--- config.mk ---
export PLATFORM = sky130hd
export DESIGN_NAME = line_frame_counter_flat
export DESIGN_NICKNAME = d
export VERILOG_FILES = /design/src/rtl/line_frame_counter_pkg.sv /design/src/rtl/line_frame_counter_if.sv /design/src/rtl/line_frame_counter_counter.sv /design/src/rtl/line_frame_counter.sv /design/src/flat_wrapper.sv
export SDC_FILE = /design/constraint.sdc
export NUM_CORES = 1
export LEC_CHECK = 0
export ABC_AREA = 1
export CAP_MARGIN = 20
export CORE_MARGIN = 2
export CORE_UTILIZATION = 55
export CTS_CLUSTER_SIZE = 10
export DETAILED_ROUTE_END_ITERATION = 10
export PLACE_DENSITY = 0.92
export SLEW_MARGIN = 5
export SYNTH_ARGS = -nofsm -noshare
export SYNTH_HDL_FRONTEND = slang
export SYNTH_SLANG_ARGS = --single-unit
--- constraint.sdc ---
create_clock -name clk -period 3.49 [get_ports clk]
set_input_delay 0.5235 -clock clk [delete_from_list [all_inputs] [get_ports clk]]
set_output_delay 0.5235 -clock clk [all_outputs]
set_load 0.005 [all_outputs]
--- src/rtl/line_frame_counter_pkg.sv ---
// Package for the 2-D raster timing counter.
// Holds the FSM state encoding and the default widths and terminal counts
// shared by the interface, the counter sub-module and the top.
package lfc_pkg;

    typedef enum logic [1:0] {
        IDLE = 2'd0,
        RUN  = 2'd1,
        HOLD = 2'd2,
        DONE = 2'd3
    } state_e;

    localparam int unsigned LFC_H_WIDTH     = 12;
    localparam int unsigned LFC_V_WIDTH     = 11;
    localparam int unsigned LFC_H_LAST_NORM = 1289;
    localparam int unsigned LFC_H_LAST_TEST = 4095;
    localparam int unsigned LFC_V_LAST_NORM = 1023;
    localparam int unsigned LFC_V_LAST_TEST = 2047;

endpackage

--- src/rtl/line_frame_counter_if.sv ---
// Control and status bundle of line_frame_counter.
// Control (driven by the master): enb, test, hold, oneshot.
// Status (driven by the counter): h_count, v_count, end_line, end_frame,
//   frame_done, busy, mode.
interface line_frame_counter_if
    import lfc_pkg::*;
#(
    parameter int unsigned H_WIDTH = LFC_H_WIDTH,
    parameter int unsigned V_WIDTH = LFC_V_WIDTH
) ();

    logic               enb;
    logic               test;
    logic               hold;
    logic               oneshot;
    logic [H_WIDTH-1:0] h_count;
    logic [V_WIDTH-1:0] v_count;
    logic               end_line;
    logic               end_frame;
    logic               frame_done;
    logic               busy;
    logic               mode;

    modport master (
        output enb, test, hold, oneshot,
        input  h_count, v_count, end_line, end_frame, frame_done, busy, mode
    );

    modport slave (
        input  enb, test, hold, oneshot,
        output h_count, v_count, end_line, end_frame, frame_done, busy, mode
    );

endinterface

--- src/rtl/line_frame_counter_counter.sv ---
// mod_counter: wrapping up-counter with a run-time terminal value.
// Ports: clk, rst_n; clear_i (sync clear, wins over inc_i); inc_i (advance);
//   last_i (terminal value); count_o (registered count);
//   at_last_c_o (count_o == last_i, decoded from the register).
// The wrap to zero is explicit at last_i, so an all-ones terminal value never
// depends on natural overflow.
module mod_counter #(
    parameter int unsigned W = 4
) (
    input  logic         clk,
    input  logic         rst_n,
    input  logic         clear_i,
    input  logic         inc_i,
    input  logic [W-1:0] last_i,
    output logic [W-1:0] count_o,
    output logic         at_last_c_o
);

    logic [W-1:0] count_q;
    logic [W-1:0] count_d;

    assign at_last_c_o = (count_q == last_i);
    assign count_o     = count_q;

    // Next count: clear, wrap at terminal value, or increment.
    always_comb begin
        count_d = count_q;
        if (clear_i) begin
            count_d = '0;
        end else if (inc_i) begin
            count_d = at_last_c_o ? '0 : count_q + W'(1);
        end
    end

    always_ff @(posedge clk or negedge rst_n) begin
        if (!rst_n) begin
            count_q <= '0;
        end else begin
            count_q <= count_d;
        end
    end

endmodule

--- src/rtl/line_frame_counter.sv ---
// line_frame_counter: 2-D raster timing generator (pixel counter nested in a
// line counter) with hold, one-shot frame mode and a frame-done pulse.
// Ports: clk, rst_n (async, active low);
//   bus (slave): enb, test, hold, oneshot in;
//   h_count, v_count, end_line, end_frame, frame_done, busy, mode out.
// end_line/end_frame are decoded from registers only; frame_done is
// registered. Terminal counts follow the latched mode, never the live test.
module line_frame_counter
    import lfc_pkg::*;
#(
    parameter int unsigned H_WIDTH     = LFC_H_WIDTH,
    parameter int unsigned V_WIDTH     = LFC_V_WIDTH,
    parameter int unsigned H_LAST_NORM = LFC_H_LAST_NORM,
    parameter int unsigned H_LAST_TEST = LFC_H_LAST_TEST,
    parameter int unsigned V_LAST_NORM = LFC_V_LAST_NORM,
    parameter int unsigned V_LAST_TEST = LFC_V_LAST_TEST
) (
    input logic                  clk,
    input logic                  rst_n,
    line_frame_counter_if.slave  bus
);

    // Terminal counts must fit their counters.
    if (longint'(H_LAST_NORM) >= (longint'(1) << H_WIDTH) ||
        longint'(H_LAST_TEST) >= (longint'(1) << H_WIDTH)) begin : g_h_range_err
        $error("line_frame_counter: H_LAST_* does not fit in H_WIDTH");
    end
    if (longint'(V_LAST_NORM) >= (longint'(1) << V_WIDTH) ||
        longint'(V_LAST_TEST) >= (longint'(1) << V_WIDTH)) begin : g_v_range_err
        $error("line_frame_counter: V_LAST_* does not fit in V_WIDTH");
    end

    state_e             state_q;
    state_e             state_d;
    logic               mode_q;
    logic               mode_d;
    logic               frame_done_q;

    logic [H_WIDTH-1:0] h_last;
    logic [V_WIDTH-1:0] v_last;
    logic [H_WIDTH-1:0] h_count;
    logic [V_WIDTH-1:0] v_count;
    logic               h_at_last_c;
    logic               v_at_last_c;
    logic               h_clr;
    logic               h_inc;
    logic               v_clr;
    logic               v_inc;
    logic               end_line_c;
    logic               end_frame_c;

    // Terminal-count mux driven by the per-frame latched mode.
    assign h_last = mode_q ? H_WIDTH'(H_LAST_TEST) : H_WIDTH'(H_LAST_NORM);
    assign v_last = mode_q ? V_WIDTH'(V_LAST_TEST) : V_WIDTH'(V_LAST_NORM);

    // Strobes exist only in RUN, so a terminal count frozen by HOLD is silent.
    assign end_line_c  = (state_q == RUN) && h_at_last_c;
    assign end_frame_c = end_line_c && v_at_last_c;

    mod_counter #(.W(H_WIDTH)) u_h_cnt (
        .clk         (clk),
        .rst_n       (rst_n),
        .clear_i     (h_clr),
        .inc_i       (h_inc),
        .last_i      (h_last),
        .count_o     (h_count),
        .at_last_c_o (h_at_last_c)
    );

    mod_counter #(.W(V_WIDTH)) u_v_cnt (
        .clk         (clk),
        .rst_n       (rst_n),
        .clear_i     (v_clr),
        .inc_i       (v_inc),
        .last_i      (v_last),
        .count_o     (v_count),
        .at_last_c_o (v_at_last_c)
    );

    // Next state, mode latch and counter controls; enb low overrides all.
    always_comb begin
        state_d = state_q;
        mode_d  = mode_q;
        h_clr   = 1'b0;
        h_inc   = 1'b0;
        v_clr   = 1'b0;
        v_inc   = 1'b0;

        if (state_q == IDLE) begin
            mode_d = bus.test;
        end

        if (!bus.enb) begin
            state_d = IDLE;
            h_clr   = 1'b1;
            v_clr   = 1'b1;
        end else begin
            unique case (state_q)
                IDLE: begin
                    state_d = RUN;
                    h_clr   = 1'b1;
                    v_clr   = 1'b1;
                end
                RUN: begin
                    if (bus.hold) begin
                        state_d = HOLD;
                    end else begin
                        h_inc = 1'b1;
                        v_inc = h_at_last_c;
                        // Both counters wrap on their own at end of frame.
                        if (end_frame_c) begin
                            mode_d = bus.test;
                            if (bus.oneshot) begin
                                state_d = DONE;
                            end
                        end
                    end
                end
                HOLD: begin
                    if (!bus.hold) begin
                        state_d = RUN;
                    end
                end
                DONE: begin
                    h_clr = 1'b1;
                    v_clr = 1'b1;
                end
                default: begin
                    state_d = IDLE;
                    h_clr   = 1'b1;
                    v_clr   = 1'b1;
                end
            endcase
        end
    end

    always_ff @(posedge clk or negedge rst_n) begin
        if (!rst_n) begin
            state_q      <= IDLE;
            mode_q       <= 1'b0;
            frame_done_q <= 1'b0;
        end else begin
            state_q      <= state_d;
            mode_q       <= mode_d;
            frame_done_q <= end_frame_c;
        end
    end

    assign bus.h_count    = h_count;
    assign bus.v_count    = v_count;
    assign bus.end_line   = end_line_c;
    assign bus.end_frame  = end_frame_c;
    assign bus.frame_done = frame_done_q;
    assign bus.busy       = (state_q == RUN) || (state_q == HOLD);
    assign bus.mode       = mode_q;

endmodule

--- src/flat_wrapper.sv ---
// flat-port wrapper written by rule: the top's interface ports become plain ports
module line_frame_counter_flat import lfc_pkg::*;
#(
    parameter int unsigned H_WIDTH     = LFC_H_WIDTH,
    parameter int unsigned V_WIDTH     = LFC_V_WIDTH,
    parameter int unsigned H_LAST_NORM = LFC_H_LAST_NORM,
    parameter int unsigned H_LAST_TEST = LFC_H_LAST_TEST,
    parameter int unsigned V_LAST_NORM = LFC_V_LAST_NORM,
    parameter int unsigned V_LAST_TEST = LFC_V_LAST_TEST
)
  (clk, rst_n, bus_enb, bus_test, bus_hold, bus_oneshot, bus_h_count, bus_v_count, bus_end_line, bus_end_frame, bus_frame_done, bus_busy, bus_mode);
  line_frame_counter_if #(.H_WIDTH(H_WIDTH), .V_WIDTH(V_WIDTH)) bus_i ();
  input logic clk;
  input logic rst_n;
  input wire logic [$bits(bus_i.enb)-1:0] bus_enb;
  input wire logic [$bits(bus_i.test)-1:0] bus_test;
  input wire logic [$bits(bus_i.hold)-1:0] bus_hold;
  input wire logic [$bits(bus_i.oneshot)-1:0] bus_oneshot;
  output wire logic [$bits(bus_i.h_count)-1:0] bus_h_count;
  output wire logic [$bits(bus_i.v_count)-1:0] bus_v_count;
  output wire logic [$bits(bus_i.end_line)-1:0] bus_end_line;
  output wire logic [$bits(bus_i.end_frame)-1:0] bus_end_frame;
  output wire logic [$bits(bus_i.frame_done)-1:0] bus_frame_done;
  output wire logic [$bits(bus_i.busy)-1:0] bus_busy;
  output wire logic [$bits(bus_i.mode)-1:0] bus_mode;
  assign bus_i.enb = bus_enb;
  assign bus_i.test = bus_test;
  assign bus_i.hold = bus_hold;
  assign bus_i.oneshot = bus_oneshot;
  assign bus_h_count = bus_i.h_count;
  assign bus_v_count = bus_i.v_count;
  assign bus_end_line = bus_i.end_line;
  assign bus_end_frame = bus_i.end_frame;
  assign bus_frame_done = bus_i.frame_done;
  assign bus_busy = bus_i.busy;
  assign bus_mode = bus_i.mode;
  line_frame_counter #(.H_WIDTH(H_WIDTH), .V_WIDTH(V_WIDTH), .H_LAST_NORM(H_LAST_NORM), .H_LAST_TEST(H_LAST_TEST), .V_LAST_NORM(V_LAST_NORM), .V_LAST_TEST(V_LAST_TEST)) u_core (.clk(clk), .rst_n(rst_n), .bus(bus_i));
endmodule
# Word-level counts from Yosys, hierarchy flattened

Index checks and enable logic that the tools add are counted.

$add $sub $neg: 2
Eq/ne operators: 9
Muxes and demuxes: 27
Reductions and logical operators: 8

Operator list:

| operator              | count |
|---|---|
| $mux 12               | 4 |
| $mux 11               | 4 |
| $mux 1                | 13 |
| $add 12x1->12 const B | 1 |
| $eq 12x12->1          | 1 |
| $add 11x1->11 const B | 1 |
| $eq 11x11->1          | 1 |
| $mux 2                | 5 |
| $pmux 2 s3            | 1 |
| $eq 2x2->1 const B    | 2 |
| $ne 4x1->1 const B    | 1 |
| $ne 4x3->1 const B    | 1 |
| $ne 4x4->1 const B    | 1 |
| $reduce_and 4->1      | 1 |
| $reduce_bool 2->1     | 2 |
| $ne 3x3->1 const B    | 1 |
| $eq 2x1->1 const B    | 1 |
| $logic_and 1x1->1     | 2 |
| $logic_not 2->1       | 1 |
| $reduce_or 2->1       | 1 |
| $logic_or 1x1->1      | 1 |

Register bits: 27
Word-level logic and storage cells: 51

# Logic depth before layout (Yosys ltp)

Word-level depth: 8
Depth in mapped cells: 11
Mapped depth without buffers: 11

# Hierarchy

Synthesis repeated with hierarchy kept, for this count alone.

Cell total of the unflattened synthesis: 303
Area, all modules: 2147.1 sq um

Modules (own cells, without submodules):

| module                        | instances | cells an instance | area each (sq um) | seq. area each (sq um) |
|---|---|---|---|---|
| mod_counter at u_core.u_h_cnt | 1         | 131               | 942.2             | 300.3 |
| mod_counter at u_core.u_v_cnt | 1         | 128               | 890.9             | 275.3 |
| line_frame_counter            | 1         | 44                | 314.1             | 100.1 |

# Least setup slack after synthesis

No wires, ideal clock.

Kind: register to output
From: reg u_core.u_v_cnt.count_q[0] (netlist: u_core.u_v_cnt.count_o[0])
To: out bus_end_frame
Arrival time: 1.368 ns
Slack: 1.598 ns
Stages on the path, launching flop included: 8
Path through: dfrtp_1 > ha_1 > nand3_1 > nor2_1 > nand3_1 > nor2_1 > inv_1 > nor2_1

Word-level cells in the longest chain between the ends: 2

RTL lines:

| what                     | line                             | RTL |
|---|---|---|
| start: declaration       | line_frame_counter_counter.sv:19 | `logic [W-1:0] count_q;` |
| start signal: assignment | line_frame_counter_counter.sv:39 | `count_q <= count_d;` |
| $eq 11x11->1             | line_frame_counter_counter.sv:22 | `assign at_last_c_o = (count_q == last_i);` |
| $logic_and 1x1->1        | line_frame_counter.sv:58         | `assign end_frame_c = end_line_c && v_at_last_c;` |
| end: declaration         | flat_wrapper.sv:22               | `output wire logic [$bits(bus_i.end_frame)-1:0] bus_end_frame;` |

No other way between the ends.

# Worst setup path in the final report

Ends and elaborated chain as after synthesis.

==> results.toml <==
[synth]
yosys_warnings = 0
synth_seq_cells = 27
syn-cell-area_um2 = 1678
synth_cells = 221
yosysSeqAreaShare = 0.4027
syn-num-nets = 232
synth_cell_type_count = 28
syn_area_per_cell_um2 = 7.592

[final_layout]
layout.nets = 269
syn_to_final_growth_pct = 23.04
diodes = 0
register_area_um2 = 675.6
final_cell_mix = "nand2_1, clkdlybuf4s50_1, nor2_1"
n_fill_cell = 234
final_common_cell = "nand2_1"
multi_input_area_um2 = 885.9
drive_gt1_frac = 0.07393

[global_routing]
grt_pass1_vias = 1447
antenna_found_initial = 0
grt_first_pass_wirelength_um = 6044
grt.total_usage = 0.2236
grt_max_degree = 28
grt_overflow = 0

[floorplan]
die_h_um = 59.23
core_um2 = 2978
floorplan.initialDensity = 0.5634
rows = 20
die_width_um = 59.23
fp.dieArea_um2 = 3508
io_pins = 34

[power]
power_frac_comb = 0.433
irDropWorstVdd_mv = 0.5151
internal-power_mw = 0.5146
seqPwrFrac = 0.417
power_per_cell_area_nw_per_um2 = 435.8
switchingPower_mw = 0.3850
clkPwrFrac = 0.150
switching_share = 0.4280
leakagePower_nw = 0.8825

[detailed_routing]
dr.pass1.iters = 4
routed_via_density = 5.479
num_vias = 1589
wirelength_um = 3573
drc = 0
drt_iter0_markers = 96
postRouteAntennaNets = 0
post_drt_wl_per_cell_um = 12.32

[placement]
io_buffers = 33
hpwl_um = 2705
finalWeightedCongestion = 0.8436

[clock_network]
ctsHoldBuffers = 0
post_cts_resize_count = 0
cts_max_level = 1
cts_buffers = 3
cts-root-buf = "clkbuf_4"
clk_path_buf_depth = 2
clkSinkCount = 27
cts.clk_slew.worst_paths_ns = 0.14
cts_tree = "yes"
clock_latency_ns = 0.33
post-cts-setup-buffers = 0

[timing]
max_freq_ghz = 0.3398
tightest_slew_ns = 0.5027
hold_slack_ns = 0.5280
setup_viol = 0
hold_viol_final = 0
fin_setup_tns_ns = 0
drv_slew = 0
relSlewSlack = 0.6645
min_period_over_period = 0.8433
finalCriticalPeriod_ns = 2.943
finalClockSkew_ns = 0.004152
rsz0062_at_grt = "false"

[critical_path]
arrival_ns = 2.42
cp-start-kind = "flip-flop"
critPathKind = "reg2out"
worst_setup_path_end_kind = "output port"
path_max_fanout = 8
crit_required_ns = 2.97

[status]
status = "completed"

[flow_run]
maxCapViolCount = 0

[min_path]
hold_path.class = "reg2reg"
critical path, cell delays in order (launching register included):
cell and delay, ns:
dfrtp_1 0.49, ha_1 0.28, nand3_1 0.16, nor2_1 0.14, nand3_1 0.08, nor2_1 0.18
inv_1 0.06, nor2_1 0.18, clkdlybuf4s50_1 0.53
flip-flops by register name, indices dropped and copies added, names as in the netlist:
signal                  flops
u_core.u_v_cnt.count_o     11
u_core.u_h_cnt.count_o     12
u_core.bus.frame_done       1
u_core.state_q              2
u_core.bus.mode             1
routing by layer:
metal / up-vias / global-route usage / wire length, um
li1: 796 / - / -
met1: 743 / 0.2835 / 1601
met2: 43 / 0.3799 / 1771
met3: 7 / 0.03057 / 153
met4: 0 / 0.09416 / 46
met5: - / 0 / 0
cells by family after synthesis:
kind of cell / Yosys count / share of synthesized area
and+or+nand+nor: 126 / 0.3281
AOI/OAI and AO/OA: 23 / 0.09993
adders and majority gates: 5 / 0.03729
xor gates and xnor gates: 12 / 0.06265
DFF: 27 / 0.4027
buffers and inverters: 28 / 0.06935
metrics by stage:
| step | power [mW] | utilization | setup slack (ns) | cells | cell area (um2) |
|---|---|---|---|---|---|
| 2_1_floorplan | 0.6685 | - | 1.598 | 221 | 1678 |
| 3_3_place_gp | 0.7637 | 0.6845 | 1.010 | 286 | 2038 |
| 3_5_place_dp | 0.7689 | 0.6845 | 0.9259 | 286 | 2038 |
| 4_1_cts | 0.9046 | 0.6933 | 0.5480 | 290 | 2064 |
| 5_1_grt | 0.9671 | 0.6933 | 0.2779 | 290 | 2064 |
| 6_report | 0.8997 | 0.6933 | 0.5470 | 290 | 2064 |
layout make-up:
class	instances	share of cell area
timing repair buffer	34	0.1636
clock buffer	4	0.01273
inverter	26	0.04727
tap	33	0.02000
sequential	27	0.3273
multi-input combinational	166	0.4291
Yosys cell counts (all sizes together):
library cell  instances  area [um2]
xor2                  9       78.83
o31ai                 1       7.510
a31o                  2       17.52
nand2                57       214.0
nor2                 31       121.4
or2                   2       12.52
nand3                16       80.08
nor3                  6       30.03
o21ai                14       96.34
nand4                 9       56.30
nand3b                4       30.03
dfrtp                27       675.7
ha                    5       62.56
o22ai                 1       6.260
nor4                  1       6.260
inv                  25       93.84
a31oi                 3       18.77
xnor2                 3       26.28
buf                   2       18.77
clkinv                1       3.750
a21oi                 2       21.27
final timing paths:
path                                                        from                               endpoint  slack, ns  depth (start not counted)
max in group asynchronous                                  rst_n  u_core.u_v_cnt.count_o[0]$_DFFE_PN0P_       2.69                          2
max                        u_core.u_v_cnt.count_o[0]$_DFFE_PN0P_                          bus_end_frame       0.55                          8
max reg2reg                        u_core.state_q[0]$_DFFE_PN0P_  u_core.u_v_cnt.count_o[7]$_DFFE_PN0P_       1.26                          8
min reg2reg                        u_core.state_q[1]$_DFFE_PN0P_          u_core.state_q[1]$_DFFE_PN0P_       0.53                          2
min                                u_core.state_q[1]$_DFFE_PN0P_          u_core.state_q[1]$_DFFE_PN0P_       0.53                          2
min in group asynchronous                                  rst_n  u_core.u_h_cnt.count_o[4]$_DFFE_PN0P_       0.55                          2
power groups by stage:
stage / Combinational, mW / Clock, mW / Sequential (mW)
2_1_floorplan: 0.295 / 0 / 0.374
3_5_place_dp: 0.388 / 0 / 0.381
4_1_cts: 0.392 / 0.138 / 0.374
5_1_grt: 0.438 / 0.151 / 0.379
3_3_place_gp: 0.385 / 0 / 0.379
6_report: 0.390 / 0.135 / 0.375
Note: power is estimated with default switching activity, not from simulation.
